$ cat src/rtl/vga_timing_gen.sv
// Raster timing generator: sync, data-enable and pixel position decoded from free-running h/v counters,
// plus a fetch request running READ_DELAY clocks ahead of de_o so pixel memory data lines up with it.
module vga_timing_gen #(
    parameter int   H_SYNC     = 96,
    parameter int   H_BP       = 48,
    parameter int   H_DISP     = 640,
    parameter int   H_FP       = 16,
    parameter int   V_SYNC     = 2,
    parameter int   V_BP       = 33,
    parameter int   V_DISP     = 480,
    parameter int   V_FP       = 10,
    parameter int   READ_DELAY = 2,
    parameter logic SYNC_POL   = 1'b0,
    parameter int   FCNT_W     = 16
) (
    input  logic                       clk,
    input  logic                       rst,
    input  logic                       en_i,
    output logic                       h_sync_o,
    output logic                       v_sync_o,
    output logic                       de_o,
    output logic [$clog2(H_DISP)-1:0]  pos_x_o,
    output logic [$clog2(V_DISP)-1:0]  pos_y_o,
    output logic                       req_o,
    output logic [$clog2(H_DISP)-1:0]  req_x_o,
    output logic [$clog2(V_DISP)-1:0]  req_y_o,
    output logic                       line_start_o,
    output logic                       frame_start_o,
    output logic [FCNT_W-1:0]          frame_cnt_o
);

    localparam int H_START = H_SYNC + H_BP;
    localparam int H_END   = H_START + H_DISP;
    localparam int H_TOTAL = H_END + H_FP;
    localparam int V_START = V_SYNC + V_BP;
    localparam int V_END   = V_START + V_DISP;
    localparam int V_TOTAL = V_END + V_FP;
    localparam int HW      = $clog2(H_TOTAL);
    localparam int VW      = $clog2(V_TOTAL);
    localparam int XW      = $clog2(H_DISP);
    localparam int YW      = $clog2(V_DISP);

    // One spare bit so h_cnt + READ_DELAY and the end-of-region bounds never wrap.
    typedef logic [HW:0]   hx_t;
    typedef logic [VW:0]   vx_t;
    typedef logic [XW-1:0] x_t;
    typedef logic [YW-1:0] y_t;

    localparam hx_t H_SYNC_E  = hx_t'(H_SYNC);
    localparam hx_t H_START_E = hx_t'(H_START);
    localparam hx_t H_END_E   = hx_t'(H_END);
    localparam hx_t H_LAST_E  = hx_t'(H_TOTAL - 1);
    localparam hx_t RD_E      = hx_t'(READ_DELAY);
    localparam vx_t V_SYNC_E  = vx_t'(V_SYNC);
    localparam vx_t V_START_E = vx_t'(V_START);
    localparam vx_t V_END_E   = vx_t'(V_END);
    localparam vx_t V_LAST_E  = vx_t'(V_TOTAL - 1);

    generate
        if (READ_DELAY < 0 || READ_DELAY > H_START) begin : g_bad_read_delay
            $error("READ_DELAY must lie in 0..H_SYNC+H_BP");
        end
    endgenerate

    logic [HW-1:0] h_cnt;
    logic [VW-1:0] v_cnt;
    hx_t           h_ext;
    hx_t           h_req;
    vx_t           v_ext;
    logic          h_last;
    logic          v_last;
    logic          v_act;

    assign h_ext  = {1'b0, h_cnt};
    assign v_ext  = {1'b0, v_cnt};
    assign h_req  = h_ext + RD_E;
    assign h_last = (h_ext == H_LAST_E);
    assign v_last = (v_ext == V_LAST_E);
    assign v_act  = (v_ext >= V_START_E) && (v_ext < V_END_E);

    always_ff @(posedge clk or posedge rst) begin
        if (rst) begin
            h_cnt       <= '0;
            v_cnt       <= '0;
            frame_cnt_o <= '0;
        end else if (!en_i) begin
            h_cnt <= '0;
            v_cnt <= '0;
        end else begin
            h_cnt <= h_last ? '0 : h_cnt + 1'b1;
            if (h_last) begin
                v_cnt <= v_last ? '0 : v_cnt + 1'b1;
                if (v_last) begin
                    frame_cnt_o <= frame_cnt_o + 1'b1;
                end
            end
        end
    end

    assign h_sync_o = (h_ext < H_SYNC_E) ? SYNC_POL : ~SYNC_POL;
    assign v_sync_o = (v_ext < V_SYNC_E) ? SYNC_POL : ~SYNC_POL;

    assign de_o    = v_act && (h_ext >= H_START_E) && (h_ext < H_END_E);
    assign pos_x_o = de_o ? x_t'(h_ext - H_START_E) : '0;
    assign pos_y_o = de_o ? y_t'(v_ext - V_START_E) : '0;

    // Same window as de_o, evaluated on the look-ahead column; it closes READ_DELAY early so it never crosses a line.
    assign req_o   = v_act && (h_req >= H_START_E) && (h_req < H_END_E);
    assign req_x_o = req_o ? x_t'(h_req - H_START_E) : '0;
    assign req_y_o = req_o ? y_t'(v_ext - V_START_E) : '0;

    assign line_start_o  = en_i && (h_cnt == '0);
    assign frame_start_o = line_start_o && (v_cnt == '0);

endmodule

$ cat config.mk
export PLATFORM = sky130hd
export DESIGN_NAME = vga_timing_gen
export DESIGN_NICKNAME = d
export VERILOG_FILES = /design/src/rtl/vga_timing_gen.sv
export SDC_FILE = /design/constraint.sdc
export NUM_CORES = 1
export LEC_CHECK = 0
export BUFFER_PORTS_ARGS = -buffer_cell sky130_fd_sc_hd__buf_2
export CAP_MARGIN = 20
export CORE_UTILIZATION = 50
export CTS_BUF_LIST = sky130_fd_sc_hd__clkbuf_8
export DETAILED_ROUTE_END_ITERATION = 10
export GPL_TIMING_DRIVEN = 0
export HOLD_SLACK_MARGIN = 0.06
export MAX_ROUTING_LAYER = met4
export PLACE_DENSITY = 0.77
export SETUP_SLACK_MARGIN = 0.15
export SLEW_MARGIN = 20
export SYNTH_ARGS = -nofsm -noshare
export SYNTH_HDL_FRONTEND = slang
export SYNTH_SLANG_ARGS = --single-unit
export TNS_END_PERCENT = 30
$ cat constraint.sdc
create_clock -name clk -period 2.85 [get_ports clk]
set_input_delay 0.285 -clock clk [delete_from_list [all_inputs] [get_ports clk]]
set_output_delay 0.285 -clock clk [all_outputs]
set_load 0.05 [all_outputs]
---- Yosys cells after proc, flatten, opt, wreduce, memory -nomap -nowiden ----
Index checks and enable logic that the tools add are counted.
storage, ports and cells
  bits in registers ....................... 36
  output and inout port bits .............. 60
operators by class
  add/sub/neg operators ................... 7
  $lt $le $gt $ge ......................... 8
  eq/ne operators ......................... 3
  multiplexer cells ....................... 11
  reduce and logical (&&, ||, !) cells .... 10
operator list
  kind                   number
  $mux 10                7
  $add 10x1->10 const B  2
  $eq 10x10->1 const B   2
  $logic_not 10->1       2
  $lt 10x10->1 const B   2
  $sub 10x8->10 const B  2
  $mux 9                 2
  $add 16x1->16 const B  1
  $add 10x2->11 const B  1
  $ge 11x8->1 const B    1
  $lt 11x10->1 const B   1
  $ge 10x6->1 const B    1
  $ge 10x8->1 const B    1
  $lt 10x2->1 const B    1
  $lt 10x7->1 const B    1
  $sub 9x6->9 const B    1
  $logic_and 1x1->1      7
  $reduce_and 3->1       1
  $mux 1                 2
  $ne 2x1->1 const B     1

---- Depth between registers and ports, before layout ----
Gate-level depths: netlist of the first run.
  depth after elaboration ................. 5
  depth in mapped cells ................... 10

---- Worst setup path before layout of the first run ----
OpenSTA, ideal clock, no wires.
  path kind ............................... register -> output
  start point ............................. reg h_cnt[1]
  end point ............................... out req_x_o[7]
  data arrival time ....................... 2.802 ns
  data required time ...................... 2.565 ns
  slack ................................... -0.237 ns
  cell stages (with the launch flop) ...... 9
  cells stage by stage .................... dfrtp_1 -> ha_1 -> and3_1 -> clkbuf_1 -> xnor2_1 -> nor2b_1 -> o21ai_0 -> nand3_1 -> nor3b_1
between the ends
  word-level cells in the longest chain between the ends .. 5
ends and longest elaborated chain
  what                            RTL line  text
  start, declared                 65        logic [HW-1:0] h_cnt;
  start signal, assigned          90        h_cnt <= h_last ? '0 : h_cnt + 1'b1;
  $add 10x2->11 *                 76        assign h_req = h_ext + RD_E;
  $ge 11x8->1                     108       assign req_o = v_act && (h_req >= H_START_E) && (h_req < H_END_E);
  $logic_and 1x1->1 (2 in a row)  108
  $mux 10 *                       109       assign req_x_o = req_o ? x_t'(h_req - H_START_E) : '0;
  end, declared                   25        output logic [$clog2(H_DISP)-1:0] req_x_o,
Mark *: on every way between the ends. The rest lies on a longest branch, timed or not.

---- Worst setup path in the final report of the first run ----
  start point ............................. reg h_cnt[1]
  end point ............................... out req_y_o[8]
between the ends
  word-level cells in the longest chain between the ends .. 5
ends and longest elaborated chain
  what                 RTL line  text
  $add 10x2->11 *      76
  $ge 11x8->1          108
  $logic_and 1x1->1    108
  $logic_and 1x1->1 *  108
  $mux 9 *             110       assign req_y_o = req_o ? y_t'(v_ext - V_START_E) : '0;
  end, declared        26        output logic [$clog2(V_DISP)-1:0] req_y_o,
Marked as above.

==> results of run 1 <==
[worst register-to-register path: cells and delay by family (launching register included)]
family	cells	cell delay, ns
flip-flops	1	0.42
AND/OR/NAND/NOR	5	1.08
adder cells (fa/ha/maj)	1	0.22
XOR/XNOR	1	0.14
buffers and inverters	3	0.59
[layout make-up]
class / count / area share (%)
inverter: 15 / 1.47
multi-input combinational: 271 / 49.0
clock buffer: 7 / 2.41
clock inverter: 1 / 0.750
buffer: 22 / 4.00
sequential: 36 / 22.6
timing repair buffer: 86 / 17.6
tap: 72 / 2.25
[kinds of logic (layout without fill, tap and decap cells)]
kind of cell    after synthesis  after routing  synth area share (%)
compound gates               52             52                  13.4
mux                           1              1                 0.398
buf+inv                      37            131                  6.19
xor+xnor                     39             39                  12.1
simple gates                167            167                  30.8
flops                        36             36                  31.8
fa+ha+maj                    12             12                  5.30
[cell usage after synthesis, drive strengths merged, types with 7 or more instances]
library cell / instances / area [µm²]
a21oi: 7 / 38.8
and3: 13 / 81.3
buf: 13 / 85.1
clkbuf: 9 / 33.8
dfrtp: 36 / 901
ha: 12 / 150
inv: 15 / 56.3
nand2: 35 / 131
nand3: 13 / 65.1
nand4: 11 / 75.1
nor2: 58 / 243
nor3: 7 / 51.3
o21ai: 25 / 125
xnor2: 31 / 272
xor2: 8 / 70.1
[layer usage]
metal	part of all wire, %	GRT usage [%]	up-vias
met5	0	-	-
met4	2.3	12.1	0
met3	4.3	4.17	26
met2	51	45.0	111
met1	42	35.3	1432
li1	-	-	1369
[worst min-delay path by stage]
stage,from,to,slack (ns)
after global placement,frame_cnt_o[15]$_DFFE_PP0P_,frame_cnt_o[15]$_DFFE_PP0P_,0.46
after CTS,rst,frame_cnt_o[15]$_DFFE_PP0P_,0.16
after detailed placement,frame_cnt_o[15]$_DFFE_PP0P_,frame_cnt_o[15]$_DFFE_PP0P_,0.46
after floorplan,en_i,h_cnt[1]$_DFF_PP0_,0.41
after global routing,rst,h_cnt[8]$_DFF_PP0_,0.20
final,rst,h_cnt[8]$_DFF_PP0_,0.14
[what timing repair did]
item	CTS	global route
cloned	1	0
endpoints found under the setup margin	40	46
pin swaps	8	12
resized for setup	93	33
setup buffers	17	6
[power by group]
| part | internal [µW] | switching [µW] | leakage [µW] |
|---|---|---|---|
| Clock | 309 | 179 | 0.0000645 |
| Combinational | 21.4 | 47.1 | 0.00135 |
| Sequential | 514 | 5.79 | 0.000496 |
[state kept, by name (all words and copies together) (netlist names)]
signal,count
h_cnt,10
frame_cnt_o,16
v_cnt,10
[per-stage QoR]
stage	cells	util, %	setup WS [ns]	power, µW	TNS [ns]
after CTS	504	70.2	-0.00324	1080	-0.00568
after floorplan	344	-	0.0750	567	0
final	510	73.2	-0.0138	1080	-0.0282
after detailed placement	478	59.3	-0.235	584	-2.67
after global placement	478	59.3	-0.228	583	-2.53
after global routing	510	73.2	-0.0703	1120	-1.04
==> flow_summary.yaml, run 1 <==
run_status:
  status: "complete, but fails checks"
  violations: "setup timing"
critical_path:
  cp_max_fo: 7
  critical-path-top-delay-family: "buffers and inverters"
  cp-startpoint: "h_cnt[1]$_DFF_PP0_"
  crit_chain: "buf_6 -> a311oi_4 -> a31oi_4 -> buf_4 -> nor4_2 -> a32oi_4 -> buf_6 -> buf_8 -> nor2_2 -> buf_6"
  cp-end-kind: "output port"
  rrSetupSlack_ns: 0.31
  critPathKind: "flop to output port"
  critPathBufInv: 5
  critPathMaxStageDelay_ns: 0.43
  cp_slowest_cell: "dfrtp_2"
  required_ns: 2.57
  cp-start-kind: "flop"
  cp_data_arrival_time_ns: 2.58
  path_common_cell: "buf_6"
  path_depth: 10
  worstReg2RegEnd: "frame_cnt_o[7]$_DFFE_PP0P_"
  r2r_cells: 10
  crit_end: "req_y_o[8]"
  r2r-start: "h_cnt[5]$_DFF_PP0_"
detailed_routing:
  final_antenna_net_count: 0
  vias: 2938
  via_per_inst: 5.76
  wl_per_cell_um: 16.1
  drt_iter0_drc: 208
  drc_errors: 0
  wirelength_um: 8210
  firstDrtPassIters: 4
timing:
  finalCritPeriodShare_pct: 100
  rsz0062_at_grt: "yes"
  min_period_ns: 2.86
  maxSlewViolCount: 0
  max_slew_margin_pct: 49.6
  hold_ws_ns: 0.136
  clock_skew_ns: 0.00345
  setup_viol_count_final: 5
  hold_viol_final: 0
  fmax_mhz: 349
  final.setup.worst_slack_ns: -0.0138
  worst_pin_slew_ns: 0.756
die:
  row_count: 27
  core-area_um2: 5470
  top_level_ports: 63
  die_area_um2: 5970
  chipWidth_um: 77.2
  start_util_pct: 51.7
  die_h_um: 77.2
final_layout:
  layout_commonest_cell: "nor2_1"
  finalInstanceArea_um2: 4000
  num-nets-final: 452
  num_antenna_cells: 0
  multiInputGateArea_um2: 1960
  final_cell_mix: "nor2_1, nand2_1, buf_4, dfrtp_1, buf_2"
  area.growth.synth_to_final_pct: 41.5
  drive_above_1_share_pct: 37.0
  n_fill_cell: 391
  regArea_um2: 905
global_routing:
  first_global_vias: 2783
  grt_pass1_wl_um: 13200
  grt_max_degree: 37
  antenna_found_initial: 0
  grt_usage_pct: 28.1
  globalRouteOverflowTotal: 0
synthesis:
  synthArstFlopShare_pct: 100
  synth_cell_types: 54
  ys_seq_elements: 36
  yosysWarnings: 0
  netlist_instances: 344
  synth_edf_count: 0
  yosysSeqAreaShare_pct: 31.8
  ys.flop_type: "dfrtp_1"
  syn-num-nets: 359
  syn_avg_cell_area_um2: 8.23
  synth_area_um2: 2830
clock_network:
  hold_buffers: 0
  cts_tree: "built"
  cts.sinks: 36
  cts_max_level: 2
  clock_path_buffers: 2
  clock-root-buffer: "clkbuf_8"
  numCtsBuffers: 5
  insertion_delay_ns: 0.28
  clk_pin_slew_ns: 0.07
placed_design:
  dp_hpwl_um: 5040
  place.port_buffers: 62
  place_congestion: 0.886
  post_dp_cell_area_um2: 3240
hold_path:
  holdCritPathClass: "input pin to async pin"
pwr:
  powerDensity_nw_per_um2: 269
  peakVddDrop_mv: 0.314
  p_leak_uw: 0.00191
run:
  cap_violations: 0
Note: power is estimated with default switching activity, not from simulation.
==> run 2: changes to the inputs <==
--- a/config.mk
+++ b/config.mk
@@ -8,8 +8,9 @@
 export BUFFER_PORTS_ARGS = -buffer_cell sky130_fd_sc_hd__buf_2
 export CAP_MARGIN = 20
 export CORE_UTILIZATION = 50
-export CTS_BUF_LIST = sky130_fd_sc_hd__clkbuf_8
+export CTS_BUF_LIST = sky130_fd_sc_hd__clkbuf_16
 export DETAILED_ROUTE_END_ITERATION = 10
+export GPL_ROUTABILITY_DRIVEN = 1
 export GPL_TIMING_DRIVEN = 0
 export HOLD_SLACK_MARGIN = 0.06
 export MAX_ROUTING_LAYER = met4
==> flow_summary.yaml, run 2 (synthesis gave the netlist of run 1 again) <==
detailed_routing:
  final_antenna_net_count: 0
  wl_met1_um: 3570
  drc_errors: 0
  drt_iter0_drc: 208
  wirelength_um: 8510
  met2_length_um: 4270
  wl_per_cell_um: 16.6
  route.met3.wl_um: 441
  via_per_inst: 5.75
  highest_layer: "met4"
  vias: 2938
  firstDrtPassIters: 4
run_status:
  status: "complete, but fails checks"
  violations: "setup timing"
final_layout:
  layout_commonest_cell: "buf_4"
  final_cell_mix: "buf_4, nor2_1, dfrtp_1"
  drive_above_1_share_pct: 37.1
  n_fill_cell: 369
  utilization_pct: 75.1
  largestRegisters: "frame_cnt_o (16), h_cnt (10), v_cnt (10)"
  multiInputGateArea_um2: 2010
  top_register: "frame_cnt_o"
  num_antenna_cells: 0
  largest_reg_flops: 16
  regArea_um2: 903
  finalInstanceArea_um2: 4110
  num-nets-final: 453
  area.growth.synth_to_final_pct: 45.3
critical_path:
  cp-end-kind: "output port"
  critPathKind: "flop to output port"
  cp-startpoint: "v_cnt[1]$_DFFE_PP0P_"
  r2r_cells: 10
  required_ns: 2.57
  cp-start-kind: "flop"
  critical-path-top-delay-family: "compound AO/OA/AOI/OAI gates"
  worstReg2RegEnd: "frame_cnt_o[7]$_DFFE_PP0P_"
  crit_end: "req_x_o[3]"
  crit_chain: "ha_4 -> o41ai_4 -> a21oi_2 -> a41oi_4 -> nor2_2 -> a32oi_4 -> buf_6 -> buf_8 -> nor2_2 -> buf_6"
  cp_max_fo: 5
  rrSetupSlack_ns: 0.42
  r2r-start: "h_cnt[5]$_DFF_PP0_"
  cp_slowest_cell: "dfrtp_1"
  cp_data_arrival_time_ns: 2.59
  path_depth: 10
  critPathBufInv: 3
  critPathMaxStageDelay_ns: 0.43
placed_design:
  place.port_buffers: 62
  post_dp_cell_area_um2: 3240
  place_congestion: 0.886
  dpl_worst_slack_ns: -0.235
  dp_hpwl_um: 5040
clock_network:
  cts_max_level: 2
  hold_buffers: 0
  clock_path_buffers: 2
  numCtsBuffers: 5
  insertion_delay_ns: 0.28
  cts.sinks: 36
  clock-root-buffer: "clkbuf_16"
  cts_tree: "built"
  clk_pin_slew_ns: 0.06
global_routing:
  grt_max_degree: 37
  grt_pass1_wl_um: 12700
  antenna_found_initial: 0
  grt_usage_pct: 27.3
  globalRouteOverflowTotal: 0
  first_global_vias: 2630
die:
  start_util_pct: 51.7
  die_area_um2: 5970
  top_level_ports: 63
  chipWidth_um: 77.2
  row_count: 27
  die_h_um: 77.2
  core-area_um2: 5470
timing:
  setup_viol_count_final: 9
  rsz0062_at_grt: "yes"
  clock_skew_ns: 0.00310
  worst_pin_slew_ns: 0.759
  min_period_ns: 2.87
  fmax_mhz: 348
  finalCritPeriodShare_pct: 101
  max_slew_margin_pct: 49.3
  final.setup.worst_slack_ns: -0.0243
  maxSlewViolCount: 0
  hold_viol_final: 0
pwr:
  peakVddDrop_mv: 0.333
  powerDensity_nw_per_um2: 291
  p_leak_uw: 0.00195
hold_path:
  holdCritPathClass: "input pin to async pin"
run:
  cap_violations: 0
## run 2: cell types whose count changed in the layout (fill, tap and decap cells not counted), sizes merged
cell,before,now
clkinvlp,0,1
clkbuf,18,15
inv,15,13
clkinv,0,3
buf,97,99
## run 2: layer usage
metal | up-vias | global-route usage (%)
met5 | - | -
met4 | 0 | 11.3
li1 | 1366 | -
met1 | 1422 | 35.1
met3 | 22 | 4.05
met2 | 128 | 42.8
## run 2: report_power, final
part	internal (µW)	switching (µW)	leakage (µW)	total [µW]
Sequential	515	5.89	0.000498	521
Clock	406	204	0.0000789	610
Combinational	18.9	48.0	0.00137	67.0
## run 2: layout make-up
cell class                 count  share of cell area (%)
multi-input combinational    271                    49.0
sequential                    36                    22.0
clock inverter                 3                   0.913
inverter                      15                    1.58
tap                           72                    2.19
timing repair buffer          87                    17.7
buffer                        22                    3.65
clock buffer                   5                    3.04
## run 2: worst min path at each step
stage | startpoint | cells after the start | endpoint
6_report | rst | 2 | h_cnt[8]$_DFF_PP0_
5_1_grt | rst | 2 | h_cnt[8]$_DFF_PP0_
4_1_cts | rst | 2 | frame_cnt_o[15]$_DFFE_PP0P_
3_5_place_dp | frame_cnt_o[15]$_DFFE_PP0P_ | 1 | frame_cnt_o[15]$_DFFE_PP0P_
3_3_place_gp | frame_cnt_o[15]$_DFFE_PP0P_ | 1 | frame_cnt_o[15]$_DFFE_PP0P_
2_1_floorplan | en_i | 1 | h_cnt[1]$_DFF_PP0_
## run 2: repair_timing
action,4_1_cts,5_1_grt
endpoints found under the setup margin,40,46
resized for setup,63,104
gates cloned,1,0
pin swaps,7,17
setup buffers,16,8
## run 2: through the flow
stage	total power, µW	cells	TNS [ns]	hold WS [ns]
finish	1200	511	-0.115	0.140
global route	1240	511	-0.660	0.220
floorplan	567	344	0	0.414
CTS	1190	503	0	0.168
global placement	583	478	-2.53	0.457
detailed placement	584	478	-2.67	0.463
